==> src/rtl/datamem_pkg.sv <==
// datamem_pkg: shared types and constants for datamem_param.
// Contents: state_t FSM encoding, read-latency limits, and the stored word width.
// Macro DATAMEM_PARITY_EN widens each stored word by one even-parity bit.
package datamem_pkg;
    typedef enum logic {S_CLEAR, S_RUN} state_t;
    localparam int RD_LAT_MIN = 1;
    localparam int RD_LAT_MAX = 2;
    function automatic int word_w(input int data_w);
`ifdef DATAMEM_PARITY_EN
        return data_w + 1;
`else
        return data_w;
`endif
    endfunction
endpackage

==> src/rtl/datamem_if.sv <==
// datamem_if: request/response bus between the load/store unit and datamem_param.
// Request: req_valid, req_ready, req_write, req_addr, req_wdata.
// Response: rsp_valid, rsp_rdata, plus rsp_parity_err when DATAMEM_PARITY_EN is defined.
// Modports: master (core side) and slave (memory side).
interface datamem_if #(
    parameter int DATA_W = 8,
    parameter int ADDR_W = 8
);
    logic              req_valid;
    logic              req_ready;
    logic              req_write;
    logic [ADDR_W-1:0] req_addr;
    logic [DATA_W-1:0] req_wdata;
    logic              rsp_valid;
    logic [DATA_W-1:0] rsp_rdata;
`ifdef DATAMEM_PARITY_EN
    logic              rsp_parity_err;
    modport master (output req_valid, req_write, req_addr, req_wdata,
                    input req_ready, rsp_valid, rsp_rdata, rsp_parity_err);
    modport slave (input req_valid, req_write, req_addr, req_wdata,
                   output req_ready, rsp_valid, rsp_rdata, rsp_parity_err);
`else
    modport master (output req_valid, req_write, req_addr, req_wdata,
                    input req_ready, rsp_valid, rsp_rdata);
    modport slave (input req_valid, req_write, req_addr, req_wdata,
                   output req_ready, rsp_valid, rsp_rdata);
`endif
endinterface

==> src/rtl/datamem_array.sv <==
// datamem_array: raw single-port storage, synchronous write and registered read, no reset.
// Ports: clk; we/re write/read enables; addr word index; wdata store word; rdata last read word
// (holds while re is low).
module datamem_array #(
    parameter int W     = 8,
    parameter int DEPTH = 256,
    parameter int AW    = 8
) (
    input  logic          clk,
    input  logic          we,
    input  logic          re,
    input  logic [AW-1:0] addr,
    input  logic [W-1:0]  wdata,
    output logic [W-1:0]  rdata
);
    logic [W-1:0] mem [DEPTH];

    always_ff @(posedge clk) begin
        if (we) mem[addr] <= wdata;
        if (re) rdata <= mem[addr];
    end
endmodule

==> src/rtl/datamem_param.sv <==
// datamem_param: parametrised data memory behind a valid/ready request port.
// Ports: clk; rst_n async active-low reset; bus (datamem_if.slave) request/response;
// init_done high once the post-reset clear has finished.
// Optional: DATAMEM_PARITY_EN stores an even-parity bit per word and drives bus.rsp_parity_err.
module datamem_param
    import datamem_pkg::*;
#(
    parameter int DATA_W     = 8,
    parameter int ADDR_W     = 8,
    parameter int DEPTH      = 256,
    parameter int RD_LAT     = 1,
    parameter int INIT_CLEAR = 1
) (
    input  logic     clk,
    input  logic     rst_n,
    datamem_if.slave bus,
    output logic     init_done
);
    localparam int AW = DEPTH > 1 ? $clog2(DEPTH) : 1;
    localparam int WW = word_w(DATA_W);

    state_t            state, state_nx;
    logic [AW-1:0]     clr_cnt;
    logic              run, accept, in_range;
    logic              arr_we, arr_re;
    logic [AW-1:0]     arr_addr;
    logic [WW-1:0]     arr_wdata, arr_rdata, req_word;
    logic              v1, oor1, rsp_v;
    logic [WW-1:0]     d1, d_out;
    logic [DATA_W-1:0] d_last;

    // Gating with rst_n keeps ready/done low during reset even when reset lands in S_RUN.
    assign run       = rst_n && state == S_RUN;
    assign init_done = run;
    assign accept    = bus.req_valid && run;
    assign in_range  = 32'(bus.req_addr) < DEPTH;

`ifdef DATAMEM_PARITY_EN
    assign req_word = {^bus.req_wdata, bus.req_wdata};
    // Bit DATA_W of d1 carries the parity error: total parity of the stored word is odd.
    assign d1 = oor1 ? '0 : {^arr_rdata, arr_rdata[DATA_W-1:0]};
    assign bus.rsp_parity_err = rsp_v && d_out[DATA_W];
`else
    assign req_word = bus.req_wdata;
    assign d1 = oor1 ? '0 : arr_rdata;
`endif

    always_ff @(posedge clk or negedge rst_n) begin
        if (!rst_n) begin
            state   <= state_t'(INIT_CLEAR != 0 ? S_CLEAR : S_RUN);
            clr_cnt <= '0;
            v1      <= 1'b0;
            oor1    <= 1'b0;
            d_last  <= '0;
        end else begin
            state   <= state_nx;
            clr_cnt <= state == S_CLEAR ? clr_cnt + AW'(1) : '0;
            v1      <= accept && !bus.req_write;
            oor1    <= !in_range;
            if (rsp_v) d_last <= d_out[DATA_W-1:0];
        end
    end

    always_comb begin
        state_nx  = state;
        arr_we    = 1'b0;
        arr_re    = 1'b0;
        arr_addr  = bus.req_addr[AW-1:0];
        arr_wdata = req_word;
        if (state == S_CLEAR) begin
            arr_we    = 1'b1;
            arr_addr  = clr_cnt;
            arr_wdata = '0;
            if (clr_cnt == AW'(DEPTH - 1)) state_nx = S_RUN;
        end else if (accept && in_range) begin
            arr_we = bus.req_write;
            arr_re = !bus.req_write;
        end
    end

    datamem_array #(.W(WW), .DEPTH(DEPTH), .AW(AW)) u_arr (
        .clk  (clk),
        .we   (arr_we),
        .re   (arr_re),
        .addr (arr_addr),
        .wdata(arr_wdata),
        .rdata(arr_rdata)
    );

    if (RD_LAT == RD_LAT_MAX) begin : g_lat2
        logic          v2;
        logic [WW-1:0] d2;
        always_ff @(posedge clk or negedge rst_n) begin
            if (!rst_n) begin
                v2 <= 1'b0;
                d2 <= '0;
            end else begin
                v2 <= v1;
                if (v1) d2 <= d1;
            end
        end
        assign rsp_v = v2;
        assign d_out = d2;
    end else begin : g_lat1
        assign rsp_v = v1;
        assign d_out = d1;
    end

    assign bus.req_ready = run;
    assign bus.rsp_valid = rsp_v;
    // Outside response cycles the last delivered word is replayed.
    assign bus.rsp_rdata = rsp_v ? d_out[DATA_W-1:0] : d_last;
endmodule

==> src/flat_wrapper.sv <==
// flat-port wrapper written by rule: the top's interface ports become plain ports
module datamem_param_flat import datamem_pkg::*;
#(
    parameter int DATA_W     = 8,
    parameter int ADDR_W     = 8,
    parameter int DEPTH      = 256,
    parameter int RD_LAT     = 1,
    parameter int INIT_CLEAR = 1
)
  (clk, rst_n, init_done, bus_req_valid, bus_req_write, bus_req_addr, bus_req_wdata, bus_req_ready, bus_rsp_valid, bus_rsp_rdata);
  datamem_if #(.DATA_W(DATA_W), .ADDR_W(ADDR_W)) bus_i ();
  input  logic clk;
  input  logic rst_n;
  output logic init_done;
  input wire logic [$bits(bus_i.req_valid)-1:0] bus_req_valid;
  input wire logic [$bits(bus_i.req_write)-1:0] bus_req_write;
  input wire logic [$bits(bus_i.req_addr)-1:0] bus_req_addr;
  input wire logic [$bits(bus_i.req_wdata)-1:0] bus_req_wdata;
  output wire logic [$bits(bus_i.req_ready)-1:0] bus_req_ready;
  output wire logic [$bits(bus_i.rsp_valid)-1:0] bus_rsp_valid;
  output wire logic [$bits(bus_i.rsp_rdata)-1:0] bus_rsp_rdata;
  assign bus_i.req_valid = bus_req_valid;
  assign bus_i.req_write = bus_req_write;
  assign bus_i.req_addr = bus_req_addr;
  assign bus_i.req_wdata = bus_req_wdata;
  assign bus_req_ready = bus_i.req_ready;
  assign bus_rsp_valid = bus_i.rsp_valid;
  assign bus_rsp_rdata = bus_i.rsp_rdata;
  datamem_param #(.DATA_W(DATA_W), .ADDR_W(ADDR_W), .DEPTH(DEPTH), .RD_LAT(RD_LAT), .INIT_CLEAR(INIT_CLEAR)) u_core (.clk(clk), .rst_n(rst_n), .bus(bus_i), .init_done(init_done));
endmodule
==> config.mk <==
export PLATFORM = sky130hd
export DESIGN_NAME = datamem_param_flat
export DESIGN_NICKNAME = d
export VERILOG_FILES = /design/src/rtl/datamem_pkg.sv /design/src/rtl/datamem_if.sv /design/src/rtl/datamem_array.sv /design/src/rtl/datamem_param.sv /design/src/flat_wrapper.sv
export SDC_FILE = /design/constraint.sdc
export NUM_CORES = 2
export LEC_CHECK = 0
export CAP_MARGIN = 20
export CORE_MARGIN = 1.5
export CORE_UTILIZATION = 55
export CTS_CLUSTER_SIZE = 25
export DETAILED_ROUTE_END_ITERATION = 7
export GPL_TIMING_DRIVEN = 0
export MAX_ROUTING_LAYER = met4
export PLACE_DENSITY = 0.76
export SYNTH_ARGS = -nofsm -noshare
export SYNTH_HDL_FRONTEND = slang
export SYNTH_SLANG_ARGS = --single-unit
export TNS_END_PERCENT = 50
==> constraint.sdc <==
create_clock -name clk -period 7.1 [get_ports clk]
set_input_delay 1.42 -clock clk [delete_from_list [all_inputs] [get_ports clk]]
set_output_delay 1.42 -clock clk [all_outputs]
set_load 0.05 [all_outputs]
After elaboration in Yosys (flattened, before gate mapping)
Memory sizes are Yosys's and may differ from the RTL's. A register that Yosys moved wholly into a read port is not among the register bits. Index checks and enable logic that the tools add are counted.

Memories: 1. Word-level logic and storage cells: 23. Memory bits (writable): 2048. Bits of input ports: 20. Flip-flop bits (word level): 18. Output and inout bits: 11. Bits in latches: 0. ROM bits: 0.

$lt $le $gt $ge: 0. Bitwise gates (word level): 0. Shifts and indexed selects: 0. Reduce and logical (&&, ||, !) cells: 4. Mux-type cells: 12. Equality and inequality tests: 1. $mul: 0. Divide/modulo/power cells: 0. Add/subtract/negate cells: 1.

Memory list: u_core.u_arr.mem (depth 256, bits a word 8, rd ports 1, clocked after Yosys merged registers in 1, wr ports 1, line datamem_array.sv:16) `logic [W-1:0] mem [DEPTH];`.

Operators with widths (number): 8-bit 2-to-1 mux (4); 8-bit by 1-bit adder with 8-bit output (second input constant) (1); 8-bit equality test (second input constant) (1); 1-bit 2-to-1 mux (8); 1-bit logical AND (3); 1-bit logical NOT (1).

Longest topological paths before layout
Word-level depth: 6. Mapped depth: 13. Depth with buffers taken out: 7.

Hierarchy
A second synthesis with hierarchy kept.

Cell total of the unflattened synthesis: 3628. Area total of the unflattened synthesis: 79472.5 um^2.

By module, submodules not included: datamem_array (area each 78572.9 um^2, seq. area each 61739.2 um^2, cells an instance 3547, instances 1); datamem_param (area each 899.6 um^2, seq. area each 450.4 um^2, cells an instance 81, instances 1).

Least setup slack after synthesis
OpenSTA, ideal clock, no wires.

Path kind: reg2reg. Start: reg u_core.state. End: mem u_core.u_arr.mem[0][4] (data pin). Buffers on the path: 6. Arrival: 4.792 ns. Stages on the path, launching flop included: 8. Data required time: 6.233 ns. Setup time: 0.867 ns. Period minus slack after synthesis: 5.659 ns. Slack: 1.441 ns. Path through: dfrtp_1 buf_2 buf_4 buf_2 buf_2 clkbuf_1 clkbuf_1 and2_1.

Longest elaborated chain between the ends: 1.

RTL lines: from (decl) (line datamem_param.sv:22) `state_t state, state_nx;`; from (signal assigned) (line datamem_param.sv:50) `state <= state_t'(INIT_CLEAR != 0 ? S_CLEAR : S_RUN);`; from (signal assigned) (line datamem_param.sv:56) `state <= state_nx;`; 8-bit 2-to-1 mux (line datamem_param.sv:70) `if (state == S_CLEAR) begin`; named net u_core.arr_wdata[4] (line datamem_param.sv:27) `logic [WW-1:0] arr_wdata, arr_rdata, req_word;`; to (decl) (line datamem_array.sv:16).

The timed path passes the listed nets, and every way through them passes these cells.

Worst setup path in the final report
Start: in bus_req_addr[1]. End: reg u_core.u_arr.rdata[1], read port of u_core.u_arr.mem (data pin).

Longest elaborated chain between the ends: 1.

RTL lines: from (decl) (line flat_wrapper.sv:17) `input wire logic [$bits(bus_i.req_addr)-1:0] bus_req_addr;`; 8-bit 2-to-1 mux (line datamem_param.sv:70); to (decl) (line datamem_array.sv:14) `output logic [W-1:0] rdata`.

No other way between the ends.

==> metrics <==
Power Dens Cells=approximately 260 nW/um^2; CTS tree=built; vias in the first global route=43700; final setup TNS=0 ns; post-synth net total=4530; Crit path max-delay family=buffers and inverters; Starting Density=0.554; Synth async-reset ratio=0.00868; count leader, synth=edfxtp_1; Final Non-Filler Cells=6850; fraction of layout instances using a drive strength above 1=0.156; clock skew=0.0569 ns; Hold Vio Cnt, Final=0; Tmin final=6.19 ns; Longest Clk Path Bufs=3; Reg clk slew, reported paths=0.06 ns; Synth Cell Area=80500 um^2; ANT nets after route=0; dominant synthesized flop cell=edfxtp_1; CP peak stage delay=approximately 1.1 ns; worst-path cell chain=clkdlybuf4s50_1, mux2_2, clkbuf_1, clkbuf_1, mux4_2, a22oi_1, nand4_1, o31ai_1, o2111ai_1; DIE AREA=149000 um^2; Worst Path Required=around 7.6 ns; top cells by area, synth=edfxtp_1 (77%), mux4_2 (9.8%), nand2_1 (3.0%), nand3_1 (2.3%), a22oi_1 (1.5%); root buffer cell=clkbuf_16; H-tree Lvls=4; crit-path most repeated cell=clkbuf_1; Clock Latency Late Sink=between 0.8 and 0.9 ns; # IOs=31; worst-path maximum fanout=10; min setup slack post-route=0.911 ns; Syn. warnings=0; nets@finish=4791; postcts setup bufs=0; Setup Viol. Count Final=0; remaining routing DRC violations=0; Post-Synthesis Cells=4509; Static Leakage=between 20 and 30 nW; pin count of the biggest net entering global routing=between 80 and 90; Slew HR=0.0725; IO Port Bufs=29; status=finished, final reports clean; drt via density=between 6 and 7; initial antenna violation count=7; Wirelength per Cell=32.1 um; overflow left after global routing=0; area leader, netlist=edfxtp_1; flops & latches, synth=2074; Initial DRC Count=8238; layout overhead on the synthesized area=11.9%; Fin Hold WS=0.497 ns; Placer Congestion=roughly 0.99; pin slew with the least headroom to its limit=1.39 ns; Finished Core Util=0.619; Rows=140; critical path class=in2reg; CP endpoint kind=flip-flop; Pins Over Slew Limit=0; Yosys top cell area share=0.767; CTS Hold Buffers Added=0; final wirelength=roughly 220000 um; Max Cap Viol=0; CP arrival=roughly 6.7 ns; Crit path buffers/inverters=3; TritonCTS buffer count=195; Synth Area per Inst=around 18 um^2; Placed Instances=6488; Seq/Total Area, Yosys=0.772; Worst setup SP type=input pin; top cells by count, synth=edfxtp_1 (2056), nand2_1 (653), nand3_1 (374); Pre-Repair DR Iteration Count=6; period utilisation layout=0.872; CP max stage cell=o31ai_1; Post-synth EDFFs=a little over 2000; Worst Hold Class=reg2reg; Core Area=145000 um^2; RSZ-0062 raised after global routing=no; Peak supply drop=0.301 mV; clock sink count=about 2100; GRT Resource Usage Total=0.306; Die W=386 um; first-pass GRT wire length=311000 um; post-cts sizing count=0; DP Wirelength=145000 um; worst slack at placement=0.410 ns; FMAX=162 MHz; Synth cell types=43; via count=roughly 46000; Die Span Y=386 um
[logic make-up (layout without fill, tap and decap cells)]
logic type                 after synthesis  in the layout  synth area share
xor gates and xnor gates                 6              6          0.000653
adders and majority gates                1              1          0.000155
AOI/OAI and AO/OA                      286            286            0.0275
buffers and inverters                  281            695            0.0158
and+or+nand+nor                       1478           1478            0.0808
DFF                                   2074           2074             0.772
muxes                                  383            383             0.103
other                                    0             10                 0
[layer usage]
layer | up-vias | routed length (um) | track usage
li1 | 18600 | - | -
met1 | 23100 | 79600 | 0.418
met2 | 3705 | 99300 | 0.438
met3 | 577 | 30100 | 0.0790
met4 | 0 | 10700 | 0.134
met5 | - | 0 | -
[registers in the layout (all words and copies together) (netlist names)]
name / cells
u_core.u_arr.rdata: 8
u_core.clr_cnt: 8
u_core.u_arr.mem: 2048
u_core.bus.rsp_valid: 1
u_core.state: 1
u_core.d_last: 8
[stage by stage]
| stage | area [um^2] | total power [mW] |
|---|---|---|
| floorplan | 80500 | 13.5 |
| detailed placement | 84000 | 13.5 |
| global placement | 83200 | 13.5 |
| finish | 90100 | 23.2 |
| global route | 90100 | 23.7 |
| CTS | 90000 | 23.2 |
[cell type report]
class	count	area, um^2
clock inverter	96	823
tap	1917	2400
sequential	2074	62200
fill	9717	55300
antenna	10	25.0
timing repair buffer	64	1110
buffer	276	1260
multi-input combinational	2154	17100
inverter	5	18.8
clock buffer	254	5170
[worst paths after layout]
check,startpoint,to,slack (ns),depth (start not counted)
setup reg to reg,u_core.state,u_core.u_arr.rdata[1],1.60,9
max in group asynchronous,rst_n,u_core.clr_cnt[3],5.67,2
hold reg to reg,u_core.u_arr.rdata[0],u_core.d_last[0],0.50,1
min in group asynchronous,rst_n,u_core.d_last[6],0.94,1
hold / removal,u_core.u_arr.rdata[0],u_core.d_last[0],0.50,1
setup / recovery,bus_req_addr[1],u_core.u_arr.rdata[1],0.91,9
[where the power goes]
part	switching, mW	leakage [nW]	internal [mW]	total (mW)
logic	0.0100	6.88	0.0104	0.0204
clock network	4.46	2.91	5.47	9.93
registers	0	16.1	13.2	13.2
total	4.47	25.9	18.7	23.2
[layout by cell type (no fill, tap or decap), types with 11 or more instances in the layout]
cell type and n:
a22oi_1 160, and3_1 17, buf_4 22, mux4_2 352, clkdlybuf4s50_1 29, clkbuf_1 216
a311oi_1 32, a41oi_1 16, nand3_1 374, clkbuf_16 198, buf_1 13, mux2_2 11
a32oi_1 16, nor2_1 266, edfxtp_1 2056, mux2i_1 19, nand2_1 653, clkinv_2 22
buf_16 26, buf_2 69, nand4_1 136, clkinv_1 45, dfrtp_1 18, o31ai_1 17
No activity file was read; power rests on OpenSTA's default activity.
